<file path="config.mk">
export PLATFORM = sky130hd
export DESIGN_NAME = l1_dcache_miss_ctrl_flat
export DESIGN_NICKNAME = d
export VERILOG_FILES = /design/src/rtl/l1_dcache_miss_ctrl_if.sv /design/src/rtl/l1_dcache_miss_ctrl.sv /design/src/flat_wrapper.sv
export SDC_FILE = /design/constraint.sdc
export NUM_CORES = 1
export LEC_CHECK = 0
export CORE_AREA = 2 2 317 319
export CTS_CLUSTER_SIZE = 20
export DETAILED_ROUTE_END_ITERATION = 16
export DIE_AREA = 0 0 319 321
export GPL_ROUTABILITY_DRIVEN = 1
export SYNTH_ARGS = -nofsm -noshare
export SYNTH_HDL_FRONTEND = slang
export SYNTH_SLANG_ARGS = --single-unit
</file>
<file path="constraint.sdc">
create_clock -name clk -period 2.05 [get_ports clk]
set_clock_uncertainty 0.2 [all_clocks]
set_input_delay 0.41 -clock clk [delete_from_list [all_inputs] [get_ports clk]]
set_output_delay 0.41 -clock clk [all_outputs]
set_load 0.05 [all_outputs]
</file>
<file path="src/rtl/l1_dcache_miss_ctrl_if.sv">
// Signal bundle between the L1 dcache miss handler and the pipeline, tag/data RAM and L2.
// master: miss handler side; slave: surrounding cache/L2 side.
interface l1_dcache_miss_ctrl_if #(
  parameter int TAG_W  = 21,
  parameter int IDX_W  = 8,
  parameter int LINE_W = 128
);
  logic              miss_req;
  logic [TAG_W-1:0]  miss_tag;
  logic [IDX_W-1:0]  miss_index;
  logic              busy;
  logic              done;
  logic              tag0_rw;
  logic              tag1_rw;
  logic              dirty0_rw;
  logic              dirty1_rw;
  logic              dirty_wd;
  logic [IDX_W-1:0]  index;
  logic [TAG_W-1:0]  tag_wd;
  logic [3:0]        wr0_en;
  logic [3:0]        wr1_en;
  logic              data_wd_l2_en;
  logic [LINE_W-1:0] data_wd_l2;
  logic [TAG_W-1:0]  tag0_rd;
  logic [TAG_W-1:0]  tag1_rd;
  logic              dirty0;
  logic              dirty1;
  logic              lru;
  logic              complete;
  logic [LINE_W-1:0] data0_rd;
  logic [LINE_W-1:0] data1_rd;
  logic              l2_rd_req;
  logic [TAG_W+IDX_W-1:0] l2_rd_addr;
  logic              l2_rd_rdy;
  logic [LINE_W-1:0] l2_rd_data;
  logic              l2_wr_req;
  logic [TAG_W+IDX_W-1:0] l2_wr_addr;
  logic [LINE_W-1:0] l2_wr_data;
  logic              l2_wr_ack;

  modport master (
    input  miss_req, miss_tag, miss_index,
    input  tag0_rd, tag1_rd, dirty0, dirty1, lru, complete,
    input  data0_rd, data1_rd,
    input  l2_rd_rdy, l2_rd_data, l2_wr_ack,
    output busy, done,
    output tag0_rw, tag1_rw, dirty0_rw, dirty1_rw, dirty_wd,
    output index, tag_wd, wr0_en, wr1_en,
    output data_wd_l2_en, data_wd_l2,
    output l2_rd_req, l2_rd_addr,
    output l2_wr_req, l2_wr_addr, l2_wr_data
  );

  modport slave (
    output miss_req, miss_tag, miss_index,
    output tag0_rd, tag1_rd, dirty0, dirty1, lru, complete,
    output data0_rd, data1_rd,
    output l2_rd_rdy, l2_rd_data, l2_wr_ack,
    input  busy, done,
    input  tag0_rw, tag1_rw, dirty0_rw, dirty1_rw, dirty_wd,
    input  index, tag_wd, wr0_en, wr1_en,
    input  data_wd_l2_en, data_wd_l2,
    input  l2_rd_req, l2_rd_addr,
    input  l2_wr_req, l2_wr_addr, l2_wr_data
  );
endinterface

</file>
<file path="src/rtl/l1_dcache_miss_ctrl.sv">
// L1 dcache miss handler: victim writeback, L2 line fill, tag/data install.
// DCACHE_WB_BUF_EN adds a one-entry writeback buffer overlapping WB with the fill.
module l1_dcache_miss_ctrl #(
  parameter int TAG_W  = 21,
  parameter int IDX_W  = 8,
  parameter int LINE_W = 128
) (
  input logic clk,
  input logic reset,
  l1_dcache_miss_ctrl_if.master bus
);
  localparam logic [2:0] IDLE     = 3'd0;
  localparam logic [2:0] LOOKUP   = 3'd1;
  localparam logic [2:0] WB       = 3'd2;
  localparam logic [2:0] FILL     = 3'd3;
  localparam logic [2:0] WRITE    = 3'd4;
  localparam logic [2:0] WAIT_CMP = 3'd5;
  localparam logic [2:0] DONE     = 3'd6;

  logic [2:0]        state_q, state_d;
  logic [TAG_W-1:0]  tag_q, vtag_q;
  logic [IDX_W-1:0]  idx_q;
  logic [LINE_W-1:0] vline_q, fill_q;
  logic              way_q;
  logic              rd_req_q;
  logic              wr_req_q, wr_req_d;
  logic              accept, vdirty, wr_st;

  assign vdirty = bus.lru ? bus.dirty1 : bus.dirty0;

`ifdef DCACHE_WB_BUF_EN
  // wr_req_q doubles as the buffer valid bit; no new miss until drained
  assign accept   = bus.miss_req && !wr_req_q;
  assign wr_req_d = (state_q == LOOKUP && vdirty)
                  || (wr_req_q && !bus.l2_wr_ack);
`else
  assign accept   = bus.miss_req;
  assign wr_req_d = (state_d == WB);
`endif

  always_comb begin
    state_d = state_q;
    unique case (state_q)
      IDLE:     if (accept) state_d = LOOKUP;
`ifdef DCACHE_WB_BUF_EN
      LOOKUP:   state_d = FILL;
`else
      LOOKUP:   state_d = vdirty ? WB : FILL;
`endif
      WB:       if (bus.l2_wr_ack) state_d = FILL;
      FILL:     if (bus.l2_rd_rdy) state_d = WRITE;
      WRITE:    state_d = WAIT_CMP;
      WAIT_CMP: if (bus.complete) state_d = DONE;
      DONE:     state_d = IDLE;
      default:  state_d = IDLE;
    endcase
  end

  always_ff @(posedge clk or negedge reset) begin
    if (!reset) begin
      state_q  <= IDLE;
      tag_q    <= '0;
      idx_q    <= '0;
      vtag_q   <= '0;
      vline_q  <= '0;
      fill_q   <= '0;
      way_q    <= 1'b0;
      rd_req_q <= 1'b0;
      wr_req_q <= 1'b0;
    end else begin
      state_q  <= state_d;
      rd_req_q <= (state_d == FILL);
      wr_req_q <= wr_req_d;
      if (state_q == IDLE && accept) begin
        tag_q <= bus.miss_tag;
        idx_q <= bus.miss_index;
      end
      if (state_q == LOOKUP) begin
        way_q   <= bus.lru;
        vtag_q  <= bus.lru ? bus.tag1_rd : bus.tag0_rd;
        vline_q <= bus.lru ? bus.data1_rd : bus.data0_rd;
      end
      if (state_q == FILL && bus.l2_rd_rdy)
        fill_q <= bus.l2_rd_data;
    end
  end

  assign wr_st = (state_q == WRITE);

  assign bus.busy = (state_q != IDLE && state_q != DONE)
                  || wr_req_q;
  assign bus.done = (state_q == DONE);

  assign bus.tag0_rw   = wr_st && !way_q;
  assign bus.tag1_rw   = wr_st && way_q;
  assign bus.dirty0_rw = wr_st && !way_q;
  assign bus.dirty1_rw = wr_st && way_q;
  assign bus.dirty_wd  = 1'b0;
  assign bus.wr0_en    = {4{wr_st && !way_q}};
  assign bus.wr1_en    = {4{wr_st && way_q}};

  assign bus.index         = idx_q;
  assign bus.tag_wd        = tag_q;
  assign bus.data_wd_l2_en = wr_st;
  assign bus.data_wd_l2    = fill_q;

  assign bus.l2_rd_req  = rd_req_q;
  assign bus.l2_rd_addr = {tag_q, idx_q};
  assign bus.l2_wr_req  = wr_req_q;
  assign bus.l2_wr_addr = {vtag_q, idx_q};
  assign bus.l2_wr_data = vline_q;
endmodule

</file>
<file path="src/flat_wrapper.sv">
// flat-port wrapper written by rule: the top's interface ports become plain ports
module l1_dcache_miss_ctrl_flat 
#(
  parameter int TAG_W  = 21,
  parameter int IDX_W  = 8,
  parameter int LINE_W = 128
)
  (clk, reset, bus_miss_req, bus_miss_tag, bus_miss_index, bus_tag0_rd, bus_tag1_rd, bus_dirty0, bus_dirty1, bus_lru, bus_complete, bus_data0_rd, bus_data1_rd, bus_l2_rd_rdy, bus_l2_rd_data, bus_l2_wr_ack, bus_busy, bus_done, bus_tag0_rw, bus_tag1_rw, bus_dirty0_rw, bus_dirty1_rw, bus_dirty_wd, bus_index, bus_tag_wd, bus_wr0_en, bus_wr1_en, bus_data_wd_l2_en, bus_data_wd_l2, bus_l2_rd_req, bus_l2_rd_addr, bus_l2_wr_req, bus_l2_wr_addr, bus_l2_wr_data);
  l1_dcache_miss_ctrl_if #(.TAG_W(TAG_W), .IDX_W(IDX_W), .LINE_W(LINE_W)) bus_i ();
  input logic clk;
  input logic reset;
  input wire logic [$bits(bus_i.miss_req)-1:0] bus_miss_req;
  input wire logic [$bits(bus_i.miss_tag)-1:0] bus_miss_tag;
  input wire logic [$bits(bus_i.miss_index)-1:0] bus_miss_index;
  input wire logic [$bits(bus_i.tag0_rd)-1:0] bus_tag0_rd;
  input wire logic [$bits(bus_i.tag1_rd)-1:0] bus_tag1_rd;
  input wire logic [$bits(bus_i.dirty0)-1:0] bus_dirty0;
  input wire logic [$bits(bus_i.dirty1)-1:0] bus_dirty1;
  input wire logic [$bits(bus_i.lru)-1:0] bus_lru;
  input wire logic [$bits(bus_i.complete)-1:0] bus_complete;
  input wire logic [$bits(bus_i.data0_rd)-1:0] bus_data0_rd;
  input wire logic [$bits(bus_i.data1_rd)-1:0] bus_data1_rd;
  input wire logic [$bits(bus_i.l2_rd_rdy)-1:0] bus_l2_rd_rdy;
  input wire logic [$bits(bus_i.l2_rd_data)-1:0] bus_l2_rd_data;
  input wire logic [$bits(bus_i.l2_wr_ack)-1:0] bus_l2_wr_ack;
  output wire logic [$bits(bus_i.busy)-1:0] bus_busy;
  output wire logic [$bits(bus_i.done)-1:0] bus_done;
  output wire logic [$bits(bus_i.tag0_rw)-1:0] bus_tag0_rw;
  output wire logic [$bits(bus_i.tag1_rw)-1:0] bus_tag1_rw;
  output wire logic [$bits(bus_i.dirty0_rw)-1:0] bus_dirty0_rw;
  output wire logic [$bits(bus_i.dirty1_rw)-1:0] bus_dirty1_rw;
  output wire logic [$bits(bus_i.dirty_wd)-1:0] bus_dirty_wd;
  output wire logic [$bits(bus_i.index)-1:0] bus_index;
  output wire logic [$bits(bus_i.tag_wd)-1:0] bus_tag_wd;
  output wire logic [$bits(bus_i.wr0_en)-1:0] bus_wr0_en;
  output wire logic [$bits(bus_i.wr1_en)-1:0] bus_wr1_en;
  output wire logic [$bits(bus_i.data_wd_l2_en)-1:0] bus_data_wd_l2_en;
  output wire logic [$bits(bus_i.data_wd_l2)-1:0] bus_data_wd_l2;
  output wire logic [$bits(bus_i.l2_rd_req)-1:0] bus_l2_rd_req;
  output wire logic [$bits(bus_i.l2_rd_addr)-1:0] bus_l2_rd_addr;
  output wire logic [$bits(bus_i.l2_wr_req)-1:0] bus_l2_wr_req;
  output wire logic [$bits(bus_i.l2_wr_addr)-1:0] bus_l2_wr_addr;
  output wire logic [$bits(bus_i.l2_wr_data)-1:0] bus_l2_wr_data;
  assign bus_i.miss_req = bus_miss_req;
  assign bus_i.miss_tag = bus_miss_tag;
  assign bus_i.miss_index = bus_miss_index;
  assign bus_i.tag0_rd = bus_tag0_rd;
  assign bus_i.tag1_rd = bus_tag1_rd;
  assign bus_i.dirty0 = bus_dirty0;
  assign bus_i.dirty1 = bus_dirty1;
  assign bus_i.lru = bus_lru;
  assign bus_i.complete = bus_complete;
  assign bus_i.data0_rd = bus_data0_rd;
  assign bus_i.data1_rd = bus_data1_rd;
  assign bus_i.l2_rd_rdy = bus_l2_rd_rdy;
  assign bus_i.l2_rd_data = bus_l2_rd_data;
  assign bus_i.l2_wr_ack = bus_l2_wr_ack;
  assign bus_busy = bus_i.busy;
  assign bus_done = bus_i.done;
  assign bus_tag0_rw = bus_i.tag0_rw;
  assign bus_tag1_rw = bus_i.tag1_rw;
  assign bus_dirty0_rw = bus_i.dirty0_rw;
  assign bus_dirty1_rw = bus_i.dirty1_rw;
  assign bus_dirty_wd = bus_i.dirty_wd;
  assign bus_index = bus_i.index;
  assign bus_tag_wd = bus_i.tag_wd;
  assign bus_wr0_en = bus_i.wr0_en;
  assign bus_wr1_en = bus_i.wr1_en;
  assign bus_data_wd_l2_en = bus_i.data_wd_l2_en;
  assign bus_data_wd_l2 = bus_i.data_wd_l2;
  assign bus_l2_rd_req = bus_i.l2_rd_req;
  assign bus_l2_rd_addr = bus_i.l2_rd_addr;
  assign bus_l2_wr_req = bus_i.l2_wr_req;
  assign bus_l2_wr_addr = bus_i.l2_wr_addr;
  assign bus_l2_wr_data = bus_i.l2_wr_data;
  l1_dcache_miss_ctrl #(.TAG_W(TAG_W), .IDX_W(IDX_W), .LINE_W(LINE_W)) u_core (.clk(clk), .reset(reset), .bus(bus_i));
endmodule
</file>
Word level (Yosys, flattened, before mapping):

Index checks and enable logic that the tools add are counted.

* reduce and logical (&&, ||, !) cells: 9
* eq/ne operators: 9
* multiplexer cells: 9

Operators by type and width (count)
* 2-to-1 mux 128 bit: 1
* 2-to-1 mux 21 bit: 1
* case mux 3 bit (6 select lines): 1
* equality test 3 x 2 -> 1 bit (second input constant): 4
* 2-to-1 mux 3 bit: 4
* equality test 3 bit (second input constant): 3
* logical AND 1 bit: 5
* equality test 3 x 1 -> 1 bit (second input constant): 1
* zero test 3 bit: 1
* inequality test 3 bit (second input constant): 1
* nonzero test 3 bit: 1
* 2-to-1 mux 1 bit: 2
* zero test 1 bit: 1
* logical OR 1 bit: 1

* input port bits: 464
* register bits: 312
* word-level logic and storage cells: 36
* output and inout port bits: 361

Longest topological paths before layout:

Gate-level depths: netlist of run 1.

* word-level depth: 4
* gate-level depth with buffers: 6
* depth with buffers taken out: 3

Worst setup path after synthesis of run 1:

Ideal clock, no wire load.

* path kind: reg-to-output
* start: register u_core.state_q[0]
* end: output bus_tag0_rw
* path slack: -0.999 ns
* path buffers: 2
* cell stages (with the launch flop): 6
* required time: 1.440 ns
* arrival: 2.439 ns
* cell sequence: dfrtp_1 > buf_2 > nor2_1 > and2_1 > nor2b_1 > buf_4

* word-level cells in the longest chain between the ends: 2

Ends and longest elaborated chain
* from (decl): RTL line l1_dcache_miss_ctrl.sv:20 `logic [2:0] state_q, state_d;`
* from (signal assigned): RTL line l1_dcache_miss_ctrl.sv:71 `state_q <= state_d;`
* equality test 3 bit: RTL line l1_dcache_miss_ctrl.sv:88 `assign wr_st = (state_q == WRITE);`
* net bus_data_wd_l2_en: RTL line flat_wrapper.sv:37 `output wire logic [$bits(bus_i.data_wd_l2_en)-1:0] bus_data_wd_l2_en;`
* logical AND 1 bit
* to (decl): RTL line flat_wrapper.sv:28 `output wire logic [$bits(bus_i.tag0_rw)-1:0] bus_tag0_rw;`

The timed path passes the listed nets, and every way through them passes these cells.

Worst setup path in the final report of run 1:

* start: register u_core.state_q[0]
* end: output bus_wr0_en[3]

* word-level cells in the longest chain between the ends: 2

Ends and longest elaborated chain
* equality test 3 bit: RTL line l1_dcache_miss_ctrl.sv:88
* logical AND 1 bit: RTL line l1_dcache_miss_ctrl.sv:99 `assign bus.wr0_en = {4{wr_st && !way_q}};`
* to (decl): RTL line flat_wrapper.sv:35 `output wire logic [$bits(bus_i.wr0_en)-1:0] bus_wr0_en;`

Every way passes these cells.

==> flow_metrics.tcl, run 1 <==
set metrics [dict create \
    worst_slew_pin_slew_ps 539 \
    port-buffer-count 823 \
    worst-endpoint-arrival_ps 1740 \
    post_route_cells_drive_above_1_share 0.289 \
    critPathLaunchType "flip-flop" \
    post-dp-hpwl_um 46300 \
    cp_data_required_time_ps 1440 \
    power.static_leakage_nw 10.4 \
    power.density_cell_area_nw_per_um2 1840 \
    initial_utilization 0.134 \
    cts_tree "built" \
    synth_warn 0 \
    hp-class "primary input to flip-flop" \
    groute.usage.overall 0.107 \
    antenna_violations_before_repair 3 \
    register_area_um2 7810 \
    critical_path_class "flip-flop to primary output" \
    cts.clk_slew.worst_paths_ps 60 \
    cts-buffers-inserted 42 \
    path_common_cell "sky130_fd_sc_hd__buf_12" \
    post-route-period-util 1.15 \
    irDropWorstVdd_mv 1.15 \
    drc 0 \
    ys_seq_area_frac 0.586 \
    rsz0062_at_grt "true" \
    die_area_um2 102000 \
    netlist_area_um2 13300 \
    num_io_pins 825 \
    dieHeight_um 321 \
    maxSlewHeadroom 0.640 \
    root_buffer "sky130_fd_sc_hd__clkbuf_16" \
    ys_ff_latch 312 \
    crit_path_end_kind "primary output" \
    fillCellCount 10700 \
    wl_per_cell_um 17.9 \
    worstPathCellList "nor2_4 > and2_4 > nor2b_4 > buf_12 > buf_12" \
    worst_path_max_delay_cell "sky130_fd_sc_hd__dfrtp_1" \
    chip_width_um 319 \
    violations "setup timing" \
    grt_pass1_vias 11500 \
    areaGrowthSynthToFinish_pct 79.9 \
    synthesis.instances 1063 \
    clock_latency_ps 560 \
    route.detailed.vias_per_inst 3.48 \
    multi_input_area_um2 4810 \
    finalWorstSetupSlack_ps -299 \
    detailroute.via_count 11200 \
    grt_start_max_net_pins 52 \
    detailed_router_s_first_iteration_violation_count 287 \
    net_count_synth 1527 \
    status "finished with violations" \
    std_cell_rows 116 \
    critPathMaxStageDelay_ps 410 \
    gp_congestion 0.806 \
    wl_um 57600 \
    maxCapViolCount 0 \
    numClockSinks 312 \
    final_core_utilization 0.242 \
    timing.hold.ws_ps 128 \
    post_synth_num_cell_types 28 \
    timing.setup.tns_ps -3930 \
    core_um2 99300 \
    report.final.setup_viol 18 \
    h-tree-depth 2 \
    critical_path_peak_fanout 6 \
    cp.buffers_inverters 2 \
    report.final.slew_viol_count 0 \
    worst_path_dominant_cell_family "simple AND/OR/NAND/NOR gates" \
    detail_route.first_pass.iterations 5 \
    cts-root-to-sink-buffers 3 \
    num-nets-final 2344 \
    fin_crit_ps 2350 \
    synth_area_per_inst_um2 12.5 \
    final_antenna_net_count 0 \
    globalRouteOverflowTotal 0 \
    maxClockFrequency_mhz 426 \
    grt_first_pass_wirelength_um 79700 \
    report.final.hold_viol_count 0 \
]
==> cells in the mapped netlist <==
library cell               number  area, um^2
sky130_fd_sc_hd__a21o_1         1        7.51
sky130_fd_sc_hd__clkbuf_1       7        26.3
sky130_fd_sc_hd__conb_1         1        3.75
sky130_fd_sc_hd__mux2i_1      150        1500
sky130_fd_sc_hd__o21ai_0        2        10.0
sky130_fd_sc_hd__buf_2         49         245
sky130_fd_sc_hd__nand4_1        1        6.26
sky130_fd_sc_hd__and3b_1        1        8.76
sky130_fd_sc_hd__nor2b_1        3        18.8
sky130_fd_sc_hd__mux2_1       109        1230
sky130_fd_sc_hd__nor3b_1        1        7.51
sky130_fd_sc_hd__a221oi_1       1        8.76
sky130_fd_sc_hd__and3_1         3        18.8
sky130_fd_sc_hd__nand3b_1       1        7.51
sky130_fd_sc_hd__nor2_1       150         563
sky130_fd_sc_hd__a21oi_1      149         746
sky130_fd_sc_hd__nand2_1        4        15.0
sky130_fd_sc_hd__buf_4         51         383
sky130_fd_sc_hd__and2_1         1        6.26
sky130_fd_sc_hd__nand3_1        1        5.00
sky130_fd_sc_hd__and2b_1        1        7.51
sky130_fd_sc_hd__mux2_2        49         552
sky130_fd_sc_hd__buf_6         10         113
sky130_fd_sc_hd__nor4b_2        1        15.0
sky130_fd_sc_hd__nand2b_1       1        6.26
sky130_fd_sc_hd__dfrtp_1      312        7810
sky130_fd_sc_hd__inv_1          1        3.75
sky130_fd_sc_hd__nor3_1         2        10.0
==> final cells by class <==
| class | instances | share of cell area |
|---|---|---|
| flip-flops and latches | 312 | 0.326 |
| multi-input cells | 633 | 0.201 |
| clock buffers | 63 | 0.0513 |
| repair buffers | 890 | 0.348 |
| inverters | 1 | 0.000156 |
| clock inverters | 14 | 0.00605 |
| well taps | 1298 | 0.0677 |
| diodes | 3 | 0.000313 |
==> repair_timing <==
item / 4_1_cts / 5_1_grt
buffers inserted: 4 / 1
setup endpoints to repair: 15 / 89
pin swaps: 2 / 1
hold buffers: 1 / 0
gates cloned: 0 / 0
endpoints found under the hold margin: 180 / 0
resized for setup: 4 / 1
==> state kept, by name, indices dropped and copies added, names as in the netlist <==
name	count
u_core.bus.data_wd_l2	128
u_core.bus.index	8
u_core.bus.l2_rd_req	1
u_core.bus.l2_wr_data	128
u_core.bus.l2_wr_req	1
u_core.bus.tag_wd	21
u_core.state_q	3
u_core.vtag_q	21
u_core.way_q	1
==> through the flow <==
step	worst slack, ps	area (um^2)	instances	power (mW)
final	-299	24000	3214	44.2
after global routing	-401	24000	3213	46.5
after CTS	-366	24000	3210	45.0
after detailed placement	-95.9	22500	3128	37.2
after global placement	-89.5	22500	3128	37.0
after floorplan	-67.5	13400	1063	28.0
==> path summary, 6_finish.rpt <==
check	start	end	slack (ps)	depth (start not counted)
min in group asynchronous	reset	u_core.bus.l2_wr_data[92]$_DFFE_PN0P_	210	2
worst max register to register	u_core.state_q[1]$_DFF_PN0_	u_core.bus.l2_wr_data[42]$_DFFE_PN0P_	-10	6
max in group asynchronous	reset	u_core.bus.l2_wr_data[36]$_DFFE_PN0P_	760	3
worst max-delay path	u_core.state_q[0]$_DFF_PN0_	bus_wr0_en[3]	-300	5
worst min register to register	u_core.bus.data_wd_l2[79]$_DFFE_PN0P_	u_core.bus.data_wd_l2[79]$_DFFE_PN0P_	290	1
worst min-delay path	bus_lru	u_core.bus.l2_wr_data[119]$_DFFE_PN0P_	130	3
==> metal layers <==
metal | track usage | vias to the layer above | wire (um)
met1 | 0.115 | 5344 | 21400
met2 | 0.180 | 495 | 28000
li1 | - | 5270 | -
met5 | 0 | - | 0
met4 | 0.0373 | 0 | 1480
met3 | 0.0543 | 63 | 6680
==> cell families after synthesis <==
kind of cell,share of synthesized area
DFF,0.586
and+or+nand+nor,0.0522
buffers and inverters,0.0578
muxes,0.246
AOI/OAI and AO/OA,0.0579
other,0.000281
==> power breakdown <==
group	switching (mW)	internal (mW)	leakage, nW
clock	2.99	4.41	0.663
sequential	1.97	9.24	3.54
combinational	17.4	8.20	6.16
total	22.4	21.9	10.4
==> tightest hold or removal path: stages <==
cell and delay [ps]:
sky130_fd_sc_hd__clkbuf_8 180, sky130_fd_sc_hd__mux2i_1 180, sky130_fd_sc_hd__a21oi_1 80
==> cells in the final DEF, fill, tap and decap left out, types with 3 or more instances in the layout <==
| cell type | synthesis | final |
|---|---|---|
| sky130_fd_sc_hd__nand2_1 | 4 | 3 |
| sky130_fd_sc_hd__mux2i_1 | 150 | 150 |
| sky130_fd_sc_hd__buf_4 | 51 | 385 |
| sky130_fd_sc_hd__mux2_2 | 49 | 49 |
| sky130_fd_sc_hd__a21oi_1 | 149 | 149 |
| sky130_fd_sc_hd__clkbuf_1 | 7 | 12 |
| sky130_fd_sc_hd__clkdlybuf4s50_1 | 0 | 461 |
| sky130_fd_sc_hd__buf_12 | 0 | 40 |
| sky130_fd_sc_hd__clkinv_2 | 0 | 4 |
| sky130_fd_sc_hd__nor2_1 | 150 | 149 |
| sky130_fd_sc_hd__clkbuf_16 | 0 | 43 |
| sky130_fd_sc_hd__mux2_1 | 109 | 109 |
| sky130_fd_sc_hd__dfrtp_1 | 312 | 311 |
| sky130_fd_sc_hd__clkinvlp_4 | 0 | 4 |
| sky130_fd_sc_hd__diode_2 | 0 | 3 |
| sky130_fd_sc_hd__clkbuf_8 | 0 | 9 |
No activity file was read; power rests on OpenSTA's default activity.
==> run 2, diff against run 1 <==
--- a/config.mk
+++ b/config.mk
@@ -5,10 +5,10 @@
 export SDC_FILE = /design/constraint.sdc
 export NUM_CORES = 1
 export LEC_CHECK = 0
-export CORE_AREA = 2 2 317 319
+export CORE_AREA = 2 2 321 323
 export CTS_CLUSTER_SIZE = 20
 export DETAILED_ROUTE_END_ITERATION = 16
-export DIE_AREA = 0 0 319 321
+export DIE_AREA = 0 0 323 325
 export GPL_ROUTABILITY_DRIVEN = 1
 export SYNTH_ARGS = -nofsm -noshare
 export SYNTH_HDL_FRONTEND = slang
==> run 2 against run 1 <==
The flow still finishes with violations (setup timing). Via count is 0.86% higher. Combinational power is 5% higher. Sequential share of layout area is 0.87 points lower. Setup slack worse by 57 ps. Utilization is 0.18 points higher. Highest routed layer unchanged.
==> flow_metrics.tcl, run 2 (same netlist as run 1, synthesis figures left out) <==
set metrics [dict create \
    post_route_cells_drive_above_1_share 0.301 \
    hp-class "primary input to async pin" \
    drc 0 \
    grt_start_max_net_pins 63 \
    route.detailed.vias_per_inst 3.41 \
    critical_path_peak_fanout 6 \
    timing.hold.ws_ps 132 \
    crit_path_end_kind "primary output" \
    fin_crit_ps 2410 \
    layout.cells.most_common_list "sky130_fd_sc_hd__clkdlybuf4s50_1 (461), sky130_fd_sc_hd__buf_4 (382), sky130_fd_sc_hd__dfrtp_1 (308)" \
    power.static_leakage_nw 10.7 \
    cts-buffers-inserted 42 \
    groute.layer.met1.usage 0.111 \
    power.density_cell_area_nw_per_um2 1840 \
    multi_input_area_um2 4930 \
    antenna_violations_before_repair 7 \
    groute.layer.met3.usage 0.0582 \
    fillCellCount 10900 \
    total_power_mw 45.4 \
    groute.usage.overall 0.106 \
    violations "setup timing" \
    layout_commonest_cell "sky130_fd_sc_hd__clkdlybuf4s50_1" \
    timing.setup.tns_ps -13550 \
    post-route-period-util 1.17 \
    status "finished with violations" \
    port-buffer-count 823 \
    numClockSinks 312 \
    report.final.slew_viol_count 0 \
    num-nets-final 2370 \
    dieHeight_um 325 \
    die_area_um2 105000 \
    detailed_router_s_first_iteration_violation_count 431 \
    cts.clk_slew.worst_paths_ps 60 \
    num_io_pins 825 \
    rsz0062_at_grt "true" \
    cp_data_required_time_ps 1440 \
    detailroute.via_count 11300 \
    grt_pass1_vias 11900 \
    areaGrowthSynthToFinish_pct 85.0 \
    gp_congestion 0.819 \
    irDropWorstVdd_mv 1.14 \
    cts_tree "built" \
    h-tree-depth 2 \
    initial_utilization 0.132 \
    core_um2 101000 \
    ff2ff_path_depth 7 \
    wl_um 60700 \
    global_route.peak_usage_layer "met2" \
    critical_path_class "flip-flop to primary output" \
    crit-reg2reg-launch "u_core.state_q[1]$_DFF_PN0_" \
    chip_width_um 323 \
    post-dp-hpwl_um 47500 \
    regToRegSetupSlack_ps -140 \
    report.final.hold_viol_count 0 \
    placed_cell_area_um2 22700 \
    grt_first_pass_wirelength_um 80900 \
    std_cell_rows 117 \
    register_area_um2 7810 \
    critPathLaunchType "flip-flop" \
    final_design_area_no_fill_um2 24700 \
    worst-endpoint-arrival_ps 1800 \
    global_route.usage.met2 0.180 \
    detail_route.first_pass.iterations 5 \
    maxCapViolCount 0 \
    worst_r2r_endpoint "u_core.bus.l2_wr_data[39]$_DFFE_PN0P_" \
    clock_latency_ps 590 \
    report.final.setup_viol 162 \
    final_antenna_net_count 0 \
    maxClockFrequency_mhz 416 \
    finalWorstSetupSlack_ps -356 \
    globalRouteOverflowTotal 0 \
    wl_per_cell_um 18.4 \
    cts-root-to-sink-buffers 3 \
    root_buffer "sky130_fd_sc_hd__clkbuf_16" \
]
## run 2: changes by cell type in the layout (fill, tap and decap cells not counted), sizes merged
| cell | delta |
|---|---|
| buf | +20 |
| clkbuf | -1 |
| clkinv | +2 |
| clkinvlp | -1 |
| diode | +2 |
| nand3 | +1 |
## run 2: what timing repair did
| action | in CTS | in global routing |
|---|---|---|
| hold buffers | 1 | 0 |
| endpoints found under the hold margin | 278 | 0 |
| endpoints found under the setup margin | 16 | 239 |
| gates resized for setup | 11 | 53 |
| buffers inserted | 10 | 15 |
| pin swaps | 4 | 4 |
| gates cloned | 0 | 11 |
## run 2: power by group
part | switching, mW | total (mW) | internal, mW
Clock | 3.00 | 7.27 | 4.27
Combinational | 17.8 | 26.8 | 8.98
Sequential | 2.08 | 11.3 | 9.25
## run 2: worst max-delay path by stage
| stage | slack (ps) | cells past startpoint | from | to |
|---|---|---|---|---|
| floorplan | -70 | 5 | u_core.state_q[0]$_DFF_PN0_ | bus_tag0_rw |
| global placement | -70 | 4 | bus_l2_rd_rdy | u_core.bus.data_wd_l2[114]$_DFFE_PN0P_ |
| detailed placement | -80 | 4 | bus_l2_rd_rdy | u_core.bus.data_wd_l2[98]$_DFFE_PN0P_ |
| CTS | -410 | 5 | u_core.state_q[0]$_DFF_PN0_ | bus_wr0_en[1] |
| global route | -450 | 5 | u_core.state_q[0]$_DFF_PN0_ | bus_tag0_rw |
| finish | -360 | 5 | u_core.state_q[0]$_DFF_PN0_ | bus_wr0_en[1] |
## run 2: layer usage
| layer | part of all wire | vias up |
|---|---|---|
| li1 | - | 5328 |
| met1 | 0.37 | 5373 |
| met2 | 0.48 | 499 |
| met3 | 0.13 | 68 |
| met4 | 0.024 | 0 |
| met5 | 0 | - |
## run 2: final cells by class
cell class	count	share of cell area
timing repair buffer	915	0.359
sequential	312	0.317
multi-input combinational	634	0.200
tap	1368	0.0694
clock buffer	57	0.0473
clock inverter	15	0.00736
antenna	5	0.000507
inverter	1	0.000152
## run 2: worst max-delay path: stages, from the launching register on
cell	delay, ps
sky130_fd_sc_hd__dfrtp_2	440
sky130_fd_sc_hd__nor2_4	160
sky130_fd_sc_hd__and2_4	160
sky130_fd_sc_hd__nor2b_4	150
sky130_fd_sc_hd__buf_12	150
sky130_fd_sc_hd__buf_12	140
## run 2: stage by stage
stage          utilization  std cells  worst slack, ps
4_1_cts              0.238       3280             -414
2_1_floorplan            -       1063            -67.5
5_1_grt              0.243       3305             -451
3_3_place_gp         0.224       3197            -66.8
6_report             0.243       3307             -356
3_5_place_dp         0.224       3197            -77.3
